### src/rtl/imem_loader_pkg.sv
`default_nettype none
// ============================================================================
//  Module      : imem_loader_pkg
//  Description : Shared types, width defaults and checksum helper for the
//                instruction-memory loader.
//  Revision    : 1.0  initial release
// ============================================================================
package imem_loader_pkg;

    // Default widths: address matches the PC, one stream byte per instruction
    localparam int c_ADDR_W_DFLT = 8;
    localparam int c_DATA_W_DFLT = 8;

    // Width the checksum helper works at; callers truncate to DATA_W, which
    // yields the modulo-2^DATA_W sum. DATA_W must not exceed this.
    localparam int c_CSUM_W = 32;

    // Loader states, explicitly 3 bits wide
    typedef enum logic [2:0] {
        S_IDLE = 3'd0,
        S_LEN  = 3'd1,
        S_DATA = 3'd2,
        S_CSUM = 3'd3,
        S_DONE = 3'd4,
        S_ERR  = 3'd5
    } state_t;

    // Running checksum step: plain addition, wrap handled by truncation
    function automatic logic [c_CSUM_W-1:0] csum_add(
        input logic [c_CSUM_W-1:0] acc,
        input logic [c_CSUM_W-1:0] b
    );
        return acc + b;
    endfunction

endpackage
`default_nettype wire

### src/rtl/imem_loader.sv
`default_nettype none
// ============================================================================
//  Module      : imem_loader
//  Description : Receives a framed program image (LEN, payload, CSUM) over a
//                valid/ready byte stream, writes the payload into the
//                instruction memory from address 0 and holds the CPU until a
//                frame with a good checksum has been fully written.
//  Revision    : 1.0  initial release
// ============================================================================
module imem_loader
    import imem_loader_pkg::*;
#(
    parameter int ADDR_W = c_ADDR_W_DFLT,
    parameter int DATA_W = c_DATA_W_DFLT
) (
    input  logic              clk,
    input  logic              rst_n,
    input  logic              start,
    input  logic              in_valid,
    input  logic [DATA_W-1:0] in_data,
    output logic              in_ready,
    output logic              wr_en,
    output logic [ADDR_W-1:0] wr_addr,
    output logic [DATA_W-1:0] wr_data,
    output logic              cpu_hold,
    output logic              busy,
    output logic              done,
    output logic              err
);

    // Compare width wide enough for both the counter and the length byte
    localparam int c_CMP_W = ((ADDR_W > DATA_W) ? ADDR_W : DATA_W) + 1;

    state_t              r_state;
    state_t              w_state_nxt;

    logic [DATA_W-1:0]   r_len;
    logic [ADDR_W-1:0]   r_cnt;
    logic [DATA_W-1:0]   r_sum;
    logic                r_wr_en;
    logic [ADDR_W-1:0]   r_wr_addr;
    logic [DATA_W-1:0]   r_wr_data;

    logic                w_in_ready;
    logic                w_hs;
    logic [DATA_W-1:0]   w_sum_nxt;
    logic                w_csum_ok;
    logic [c_CMP_W-1:0]  w_cnt_p1;
    logic                w_cnt_last;

    // The loader is receptive exactly while a frame is in progress
    assign w_in_ready = (r_state == S_LEN) || (r_state == S_DATA) || (r_state == S_CSUM);
    assign w_hs       = in_valid && w_in_ready;

    // Sum including the current byte; in CSUM this is the final frame check
    assign w_sum_nxt  = DATA_W'(csum_add(c_CSUM_W'(r_sum), c_CSUM_W'(in_data)));
    assign w_csum_ok  = (w_sum_nxt == '0);

    // The current payload byte is the last one when cnt == len-1
    assign w_cnt_p1   = c_CMP_W'(r_cnt) + c_CMP_W'(1);
    assign w_cnt_last = (w_cnt_p1 == c_CMP_W'(r_len));

    // State register
    always_ff @(posedge clk or negedge rst_n) begin
        if (!rst_n) begin
            r_state <= S_IDLE;
        end else begin
            r_state <= w_state_nxt;
        end
    end

    // Next-state decode: frame progress driven by handshakes, restart by start
    always_comb begin
        w_state_nxt = r_state;
        case (r_state)
            S_IDLE, S_DONE, S_ERR: begin
                if (start) begin
                    w_state_nxt = S_LEN;
                end
            end
            S_LEN: begin
                if (w_hs) begin
                    w_state_nxt = (in_data == '0) ? S_CSUM : S_DATA;
                end
            end
            S_DATA: begin
                if (w_hs && w_cnt_last) begin
                    w_state_nxt = S_CSUM;
                end
            end
            S_CSUM: begin
                if (w_hs) begin
                    w_state_nxt = w_csum_ok ? S_DONE : S_ERR;
                end
            end
            default: begin
                w_state_nxt = S_IDLE;
            end
        endcase
    end

    // Status outputs decoded purely from the current state; the CPU runs only in DONE
    always_comb begin
        in_ready = w_in_ready;
        busy     = w_in_ready;
        done     = 1'b0;
        err      = 1'b0;
        cpu_hold = 1'b1;
        case (r_state)
            S_DONE: begin
                done     = 1'b1;
                cpu_hold = 1'b0;
            end
            S_ERR: begin
                err      = 1'b1;
            end
            default: begin
                done     = 1'b0;
            end
        endcase
    end

    // Frame datapath: length capture, payload count/sum and the registered write port
    always_ff @(posedge clk or negedge rst_n) begin
        if (!rst_n) begin
            r_len     <= '0;
            r_cnt     <= '0;
            r_sum     <= '0;
            r_wr_en   <= 1'b0;
            r_wr_addr <= '0;
            r_wr_data <= '0;
        end else begin
            // Write strobe lasts one cycle per accepted payload byte
            r_wr_en <= 1'b0;
            case (r_state)
                S_IDLE, S_DONE, S_ERR: begin
                    if (start) begin
                        r_sum <= '0;
                        r_cnt <= '0;
                    end
                end
                S_LEN: begin
                    if (w_hs) begin
                        r_len <= in_data;
                    end
                end
                S_DATA: begin
                    if (w_hs) begin
                        r_wr_en   <= 1'b1;
                        r_wr_addr <= r_cnt;
                        r_wr_data <= in_data;
                        r_cnt     <= r_cnt + ADDR_W'(1);
                        r_sum     <= w_sum_nxt;
                    end
                end
                default: begin
                    r_wr_en <= 1'b0;
                end
            endcase
        end
    end

    assign wr_en   = r_wr_en;
    assign wr_addr = r_wr_addr;
    assign wr_data = r_wr_data;

endmodule
`default_nettype wire

### config.mk
export PLATFORM = sky130hd
export DESIGN_NAME = imem_loader
export DESIGN_NICKNAME = d
export VERILOG_FILES = /design/src/rtl/imem_loader_pkg.sv /design/src/rtl/imem_loader.sv
export SDC_FILE = /design/constraint.sdc
export NUM_CORES = 1
export LEC_CHECK = 0
export CORE_ASPECT_RATIO = 2
export CORE_MARGIN = 3
export CORE_UTILIZATION = 45
export CTS_BUF_LIST = sky130_fd_sc_hd__clkbuf_4
export CTS_CLUSTER_SIZE = 28
export DETAILED_ROUTE_END_ITERATION = 10
export PLACE_DENSITY = 0.8
export SYNTH_ARGS = -nofsm -noshare
export SYNTH_HDL_FRONTEND = slang
export SYNTH_SLANG_ARGS = --single-unit
### constraint.sdc
create_clock -name clk -period 2.85 [get_ports clk]
set_clock_uncertainty 0.05 [all_clocks]
set_input_delay 0.4275 -clock clk [delete_from_list [all_inputs] [get_ports clk]]
set_output_delay 0.4275 -clock clk [all_outputs]
set_load 0.005 [all_outputs]
==> results, run 1 <==
- The peak ir drop on the vdd network is about 0.58 mV.
- After floorplanning, the core was sized to cover approximately 4900 sq um.
- The clock latency at the later pin of the worst-skew pair is around 0.36 ns.
- The count of hold-fix buffers inserted at cts is 0.
- The relative slew slack is a little over a third.
- For this design the static power due to leakage is about 0.0013 uW.
- The critical path endpoint category is a register.
- The number of antenna violations at the first check in global routing is 0.
- The layout net count is about 300.
- The proportion of layout cells with a drive suffix above 1 is 11.2%.
- The clock tree from TritonCTS is yes.
- In this run the vertical extent of the chip is between 100 and 150 um.
- The number of detailed-route iterations in the first pass is 4.
- The via count of the first global-routing pass is approximately 1800.
- The count of final hold-check violations is 0.
- The total CTS buffers is 5.
- The share of the Yosys chip area taken by registers is ~48%.
- For the worst setup path, the data arrival time is about 2.8 ns.
- The summed area of non-filler cells in the final layout is about 2800 sq um.
- The floorplan has 36 rows.
- Counting every instance in the synthesized netlist gives around 240.
- Setup repair after global routing left no endpoint under its margin.
- Fill cells in the final layout number around 430.
- The average cell area after synthesis is a little under 10 sq um.
- The clock power share is ~12%.
- STA puts the critical path data required time at between 3 and 4 ns.
- The area added between synthesis and finish is 20.8%.
- The number of DRC markers after the initial detailed-route iteration is 43.
- The number of setup buffers added after CTS is 0.
- Counting every net in the synthesized netlist gives 258.
- The number of cells after detailed placement is 326.
- The number of gates resized after cts is 0.
- The clock drives 44 sinks.
- The final-report max-slew violation count was 0.
- The die boundary width is ~57 um.
- The worst path uses 90.7% of the clock period.
- The power spent charging and discharging nets is between 900 and 1000 uW.
- The number of I/O pins is 34.
- In this run the cell area measured after placement is 2720 sq um.
- The total overflow left after global routing is 0.
- The initial utilization of the core area, before any placement, comes to a little under half.
- The worst setup path is launched from a primary input.
- The flow ran to the end, and the final reports show no timing, DRC or antenna violations.
- In this run the critical register-to-register path is launched from r_sum[0].
- The wire-length estimate of the detail-placed layout is about 4 mm.
- In this run the remaining antenna-violating nets after routing total 0.
- The maximum number of pins on one net before global-route repair is 45.
- The distinct cell type count after synthesis is 42.
- The largest fanout of any net on the critical path is 4.
- The number of antenna diodes in the final layout is 0.
- In this run the deepest clock path goes through 2 buffers.
- The critical setup path kind is primary input to register.
- The slack of the worst reg-to-reg path is 0.47 ns.
- The area of the multi-input gates is ~1100 sq um.
- Timing would allow up to 387 MHz.
- After clock tree synthesis, the clock-pin slew on the worst setup and hold paths is around 0.14 ns.
- The routed design could run at a clock period as short as around 2.6 ns.
- Excluding fillers, the count of instances in the completed layout stands at between 300 and 400.
- Dividing the detail-routed via count by the number of cells gives between 5 and 6.
- After detailed routing, the average wire length per cell comes to ~16 um.
- Setup violations remaining at the end of the flow were counted as 0.
- The synthesized design contains 44 register bits.
- Sequential cells account for between 40% and 50% of the total power.
- The length in cells of the worst reg-to-reg path is 7.
- The transition time at the pin with the least slew margin is between 0.9 and 1 ns.
- The floorplan step defined a die boundary enclosing 6060 sq um.
- Power spread over the standard cell area amounts to 896 nW/um^2.
- Yosys printed 0 warnings.
- The level count of the clock H-tree is 2.
- The final routed DRC violation total is 0.
- The routed design has roughly 5.2 mm of wire.
- The total global-route track usage is about a fifth.
- At the end of routability-driven placement, the weighted congestion stood at approximately 0.9.
- The clock root buffer master is sky130_fd_sc_hd__clkbuf_4.
- The capture instance of the worst register-to-register path is r_state[0].
- The total standard cell area after synthesis is about 2300 sq um.
- In this run switching power makes up between 30% and 40% of total power.
- Summing all flip-flop and latch instances after layout gives 1100 sq um.
- Internal power comes to about 1600 uW.
- The wire length of the first global-routing pass is roughly 9 mm.
- The combinational power share is 47.5%.
- The worst min-delay path class is primary input to asynchronous set/reset pin.
- The count of buffers from port buffering is 33.
- For this block, the via count after detailed routing is between 1500 and 2000.
- Tracing the worst setup path back leads to its startpoint at in_data[0].
- The number of max-cap violations is 0.
==> critical path, stage by stage <==
cell,delay (ns)
sky130_fd_sc_hd__clkdlybuf4s50_1,0.54
sky130_fd_sc_hd__ha_1,0.23
sky130_fd_sc_hd__fa_1,0.44
sky130_fd_sc_hd__or4_1,0.51
sky130_fd_sc_hd__or3_1,0.32
sky130_fd_sc_hd__o41a_1,0.32
==> registers in the layout, summed over array words and instances, names as in the netlist <==
register and cells:
wr_addr 8, r_cnt 8, r_sum 8, r_len 8, wr_en 1, wr_data 8
r_state 3
==> cell type report <==
| cell class | count | share of cell area, % |
|---|---|---|
| Clock inverter | 3 | 0.675 |
| Multi-Input combinational cell | 176 | 40.3 |
| Tap cell | 57 | 2.57 |
| Inverter | 4 | 0.540 |
| Clock buffer | 5 | 1.35 |
| Timing Repair Buffer | 45 | 14.9 |
| Sequential cell | 44 | 39.6 |
==> stage by stage <==
step                      utilization (%)  hold WS (ns)  setup slack [ns]  setup TNS, ns  total power [uW]
after global routing                 56.6         0.214             0.162              0              2670
after floorplan                         -        0.0819             0.493              0              1730
after CTS                            56.6         0.176             0.291              0              2510
final                                56.6         0.148             0.266              0              2490
after global placement               55.5         0.406           -0.0456        -0.0456              2160
after detailed placement             55.5         0.411            -0.106         -0.106              2200
==> layout by cell type, fill, tap and decap left out, types with 2 or more instances in the layout <==
master	n
sky130_fd_sc_hd__a211oi_1	2
sky130_fd_sc_hd__a21o_1	2
sky130_fd_sc_hd__a21oi_1	9
sky130_fd_sc_hd__a22o_1	9
sky130_fd_sc_hd__a31oi_1	2
sky130_fd_sc_hd__and3_1	3
sky130_fd_sc_hd__buf_4	12
sky130_fd_sc_hd__clkbuf_4	5
sky130_fd_sc_hd__clkdlybuf4s50_1	32
sky130_fd_sc_hd__clkinv_2	2
sky130_fd_sc_hd__dfrtp_1	44
sky130_fd_sc_hd__ha_1	8
sky130_fd_sc_hd__inv_1	4
sky130_fd_sc_hd__mux2_2	8
sky130_fd_sc_hd__nand2_1	55
sky130_fd_sc_hd__nand2b_1	3
sky130_fd_sc_hd__nand3_1	2
sky130_fd_sc_hd__nand4_1	2
sky130_fd_sc_hd__nor2_1	16
sky130_fd_sc_hd__nor4_1	2
sky130_fd_sc_hd__o21ai_0	13
sky130_fd_sc_hd__o21bai_1	2
sky130_fd_sc_hd__or4_1	2
sky130_fd_sc_hd__xnor2_1	9
sky130_fd_sc_hd__xor2_1	9
==> power by group through the flow <==
stage / registers, uW / clock network (uW) / logic [uW]
2_1_floorplan: 955 / 0 / 770
3_3_place_gp: 1010 / 0 / 1150
3_5_place_dp: 1010 / 0 / 1190
4_1_cts: 1000 / 319 / 1190
5_1_grt: 1030 / 341 / 1300
6_report: 1000 / 306 / 1180
==> cell usage after synthesis <==
cell type	instances	share of area [%]
sky130_fd_sc_hd__a2111oi_0	1	0.38
sky130_fd_sc_hd__a211oi_1	2	0.65
sky130_fd_sc_hd__a21o_1	2	0.65
sky130_fd_sc_hd__a21oi_1	9	2.0
sky130_fd_sc_hd__a22o_1	9	3.4
sky130_fd_sc_hd__a22oi_1	1	0.33
sky130_fd_sc_hd__a2bb2oi_1	1	0.38
sky130_fd_sc_hd__a31oi_1	2	0.54
sky130_fd_sc_hd__and2_1	1	0.27
sky130_fd_sc_hd__and3_1	3	0.82
sky130_fd_sc_hd__buf_4	2	0.65
sky130_fd_sc_hd__buf_6	1	0.49
sky130_fd_sc_hd__clkbuf_1	10	1.6
sky130_fd_sc_hd__dfrtp_1	44	48
sky130_fd_sc_hd__fa_1	1	0.87
sky130_fd_sc_hd__ha_1	8	4.4
sky130_fd_sc_hd__inv_1	4	0.65
sky130_fd_sc_hd__mux2_2	8	3.9
sky130_fd_sc_hd__nand2_1	55	9.0
sky130_fd_sc_hd__nand2b_1	3	0.82
sky130_fd_sc_hd__nand3_1	2	0.44
sky130_fd_sc_hd__nand3b_4	1	0.87
sky130_fd_sc_hd__nand4_1	2	0.54
sky130_fd_sc_hd__nor2_1	16	2.6
sky130_fd_sc_hd__nor2b_1	1	0.27
sky130_fd_sc_hd__nor3_1	1	0.22
sky130_fd_sc_hd__nor4_1	2	0.54
sky130_fd_sc_hd__nor4b_2	1	0.65
sky130_fd_sc_hd__o2111ai_1	1	0.38
sky130_fd_sc_hd__o21a_1	1	0.33
sky130_fd_sc_hd__o21ai_0	13	2.8
sky130_fd_sc_hd__o21bai_1	2	0.65
sky130_fd_sc_hd__o311a_1	1	0.44
sky130_fd_sc_hd__o31ai_1	1	0.33
sky130_fd_sc_hd__o41a_1	1	0.49
sky130_fd_sc_hd__o41ai_1	1	0.38
sky130_fd_sc_hd__or2_0	1	0.27
sky130_fd_sc_hd__or2b_1	1	0.33
sky130_fd_sc_hd__or3_1	1	0.27
sky130_fd_sc_hd__or4_1	2	0.65
sky130_fd_sc_hd__xnor2_1	9	3.4
sky130_fd_sc_hd__xor2_1	9	3.4
==> how the worst max path moves through the flow <==
stage | endpoint | slack (ns)
6_report | r_state[0] | 0.27
4_1_cts | r_state[0] | 0.29
3_3_place_gp | r_state[0] | -0.05
5_1_grt | r_state[0] | 0.16
2_1_floorplan | r_state[0] | 0.49
3_5_place_dp | r_state[0] | -0.11
==> routing by layer <==
layer  vias up  routed length (um)  global-route usage [%]
li1        893                   -                       -
met1       935                1900                    20.3
met2        26                3010                    33.8
met3        16                 118                    3.01
met4         0                 200                    9.85
met5         -                   0                       0
==> cell families after synthesis <==
family                     share of synthesized area, %
and+or+nand+nor                                    18.6
xor gates and xnor gates                           6.86
adders and majority gates                          5.22
DFF                                                47.9
buffers and inverters                              3.43
muxes                                              3.92
AOI/OAI and AO/OA                                  14.1
No activity file was read; power rests on OpenSTA's default activity.
==> run 2, diff against run 1 <==
Settings changed: HOLD_SLACK_MARGIN from default to 0.02.
==> results of run 2 <==
The final DEF is identical to that of run 1; final timing and power are the same.
==> run 3, diff against run 2 <==
Settings changed: ABC_AREA from default to 1.
==> run 3 against run 2 <==
Via count increased by 20%. Combinational power increased by 14%. Worst hold slack improved by 0.010 ns. Die area increased by 7.6%. Register-to-register slack improved by 0.30 ns. Core utilization decreased by 0.56 points. Sequential power about the same. Largest cell class unchanged.
==> results, run 3 <==
- The die boundary height was 111 um (+3.8%).
- The synthesized instance count was 328 (+38%).
- The clock slew at the register clock pins of the worst setup and hold paths was 0.14 ns (about the same).
- The maximum number of pins on one net before global-route repair is 45 (unchanged).
- The peak ir drop on the vdd network came to 0.494 mV (-15%).
- The slack of the worst reg-to-reg path is 0.77 ns (+0.30 ns).
- The leading cell type in the layout, fill and taps excluded is sky130_fd_sc_hd__nand2_1.
- The number of buffers on the longest clock path came to 2 (unchanged).
- The number of endpoints failing setup at the final stage is 0 (unchanged).
- The number of I/O pins is 34 (unchanged).
- The fill cell instance count of the final layout was 498 (+16%).
- The length in cells of the worst reg-to-reg path is 11 (+4).
- The utilization of the core after routing is 56.0% (-0.56 points).
- The die area came to 6520 sq um (+7.6%).
- The area of the multi-input gates is 1130 sq um (+0.89%).
- The HPWL reported at the end of detailed placement was 4.74 mm (+19%).
- The total standard cell area after synthesis came to 2490 sq um (+8.3%).
- The summed negative setup slack over all endpoints is 0 ns (unchanged).
- The wire length per cell came to 14.7 um (-5.8%).
- The wire length of the first global-routing pass is 10.4 mm (+18%).
- The average cell area after synthesis is 7.59 sq um (-22%).
- The level count of the clock H-tree is 2 (unchanged).
- The synthesized-area fraction occupied by ao, oa, aoi and oai cells is 11.6% (-2.5 points).
- The count of buffers from port buffering is 33 (unchanged).
- The area share of fa/ha/maj cells after synthesis was 4.82% (-0.40 points).
- The worst min-delay path class is primary input to asynchronous set/reset pin.
- The standby leakage power came to 0.00146 uW (+8.9%).
- The number of antenna violations at the first check in global routing is 1 (+1).
- By area, the combinational part of the netlist is dominated by simple AND/OR/NAND/NOR gates.
- The count of hold-fix buffers inserted at cts is 0 (unchanged).
- The area added between synthesis and finish is 17.7%.
- The signal arrival time at the worst endpoint is 1.77 ns (-1.01 ns).
- The total global-route track usage is 21.2% (+2.5 points).
- The number of detailed-route iterations in the first pass came to 4 (unchanged).
- The critical path endpoint category is an output port.
- The number of max-cap violations is 0 (unchanged).
- By count the netlist is led by sky130_fd_sc_hd__nand2_1, sky130_fd_sc_hd__inv_1, sky130_fd_sc_hd__dfrtp_1, sky130_fd_sc_hd__o21ai_0, sky130_fd_sc_hd__nand3_1.
- The placement row count came to 37 (+2.8%).
- The clock sink count is 44 (unchanged).
- The critical path is of the register to output port type.
- The part of the Yosys area used for sequential elements was 44.2% (-3.7 points).
- The most instantiated library cell after synthesis is sky130_fd_sc_hd__nand2_1.
- The number of enable flip-flop cells after synthesis is 0 (unchanged).
- The kind of launch point of the worst setup path is a register.
- The final routed DRC violation total is 0 (unchanged).
- The share of the cycle needed by the critical path after routing is 79.0% (-12 points).
- The flip-flop and latch count after synthesis is 44 (unchanged).
- The synthesized-area fraction occupied by xor and xnor cells was 0.703% (-6.2 points).
- The relative slew slack is 32.6% (-3.2 points).
- The die boundary width is 58.6 um (+3.6%).
- The final antenna-violating net count is 0 (unchanged).
- The number of DRC markers after the initial detailed-route iteration is 97 (+130%).
- The clock latency at the later pin of the worst-skew pair is 0.38 ns (+0.02 ns).
- The fraction of the mapped netlist area in simple logic gates is 28.2% (+9.7 points).
- The wire length after detailed routing came to 6.21 mm (+19%).
- The layout net count is 382 (+29%).
- The number of setup buffers added after CTS is 0 (unchanged).
- The via count of the first global-routing pass is 2287 (+24%).
- The vias after detailed routing was 2244 (+20%).
- The commonest register cell after synthesis is sky130_fd_sc_hd__dfrtp_1.
- The top-area cell type share of the netlist area was 44.2% (-3.7 points).
- The placeable core region is 5230 sq um (+6.5%).
- The capture instance of the worst register-to-register path is r_state[0].
- The total CTS buffers is 5 (unchanged).
- The transition time at the pin with the least slew margin came to 1.01 ns (+0.0484 ns).
- The flow ran to the end, and the final reports show no timing, DRC or antenna violations.
- Setup repair after global routing left no endpoint under its margin.
- In the layout the commonest cells are sky130_fd_sc_hd__nand2_1, sky130_fd_sc_hd__inv_1, sky130_fd_sc_hd__dfrtp_1, sky130_fd_sc_hd__clkdlybuf4s50_1, sky130_fd_sc_hd__o21ai_0.
- The timing-limited maximum frequency is 444 MHz (+15%).
- The number of gates resized after cts came to 0 (unchanged).
- The power density over cell area is 940 nW/um^2 (+5.0%).
- The proportion of layout cells with a drive suffix above 1 came to 6.91% (-4.3 points).
- The distinct cell type count after synthesis is 33 (-21%).
- The worst hold margin is 0.158 ns (+0.0104 ns).
- The Yosys warning count is 0 (unchanged).
- The final-report max-slew violation count was 0 (unchanged).
- The post-synth net total is 349 (+35%).
- The post-synthesis cell type with the largest combined area is sky130_fd_sc_hd__dfrtp_1.
- The initial cell density of the core is 47.6% (+0.78 points).
- The vias per cell came to 5.33 (-4.8%).
- The placer congestion estimate is 0.823 (-6.4%).
- Ranked by total cell area, the synthesized netlist is headed by sky130_fd_sc_hd__dfrtp_1, sky130_fd_sc_hd__nand2_1, sky130_fd_sc_hd__inv_1.
- The portion of netlist area occupied by mux cells is 0% (-3.9 points).
- The total overflow reported by the global router is 0 (unchanged).
- The required time at the endpoint of the critical path came to 2.37 ns (-0.68 ns).
- The footprint of the flip-flops and latches is 1100 sq um (unchanged).
- The async set-or-reset flop fraction in the synthesized netlist is 100% (unchanged).
- The worst register-to-register path begins at r_sum[0].
- The clock period minus final worst setup slack is 2.25 ns (-0.334 ns).
- The count of final hold-check violations is 0 (unchanged).
- The root buffer cell chosen for the clock tree is sky130_fd_sc_hd__clkbuf_4.
- The largest fanout of any net on the critical path came to 5 (+1).
- The clock tree from TritonCTS is yes.
[run 3: area by class of cell]
type / instances / area share [%]
clock inverter: 2 / 1.20
antenna: 1 / 0.0854
inverter: 56 / 7.26
timing repair buffer: 34 / 11.4
tap: 58 / 2.48
sequential: 44 / 37.6
clock buffer: 6 / 1.54
multi-input combinational: 220 / 38.5
[run 3: stage by stage]
stage / cells / area [sq um] / total power, uW / worst slack [ns]
after detailed placement: 412 / 2850 / 2360 / 0.338
final: 421 / 2930 / 2760 / 0.600
after global placement: 412 / 2850 / 2310 / 0.367
after global routing: 421 / 2930 / 3000 / 0.461
after CTS: 420 / 2930 / 2760 / 0.588
after floorplan: 328 / 2490 / 1890 / 0.966
[run 3: worst max-delay path by stage]
stage / from / end / slack [ns] / cells after the start
finish: r_state[0] / in_ready / 0.60 / 5
global route: r_state[0] / busy / 0.46 / 5
CTS: r_state[0] / in_ready / 0.59 / 5
detailed placement: in_data[0] / r_state[0] / 0.34 / 12
global placement: in_data[0] / r_state[0] / 0.37 / 12
floorplan: in_data[0] / r_state[0] / 0.97 / 11
[run 3: kinds of logic after synthesis]
kind of cell               Yosys count
DFF                                 44
adders and majority gates            9
AOI/OAI and AO/OA                   50
xor gates and xnor gates             2
buffers and inverters               64
and+or+nand+nor                    159
[run 3: where the power goes]
| group | switching [uW] | internal (uW) | total [uW] |
|---|---|---|---|
| clock network | 212 | 194 | 406 |
| logic | 780 | 566 | 1350 |
| registers | 169 | 835 | 1000 |
| total | 1160 | 1590 | 2760 |
[run 3: metal layers]
layer	up-vias	share of wire, %	GRT usage, %
met5	-	0	0
met3	17	2.6	3.03
met4	0	3.5	12.0
li1	1121	-	-
met1	1062	36	21.5
met2	44	58	38.8
[run 3: worst max-delay path, stage by stage, from the launching register on]
cell and delay (ns):
sky130_fd_sc_hd__dfrtp_1 0.49, sky130_fd_sc_hd__inv_2 0.11, sky130_fd_sc_hd__nor2_2 0.05, sky130_fd_sc_hd__nor2_1 0.22, sky130_fd_sc_hd__inv_1 0.09, sky130_fd_sc_hd__clkdlybuf4s50_1 0.45
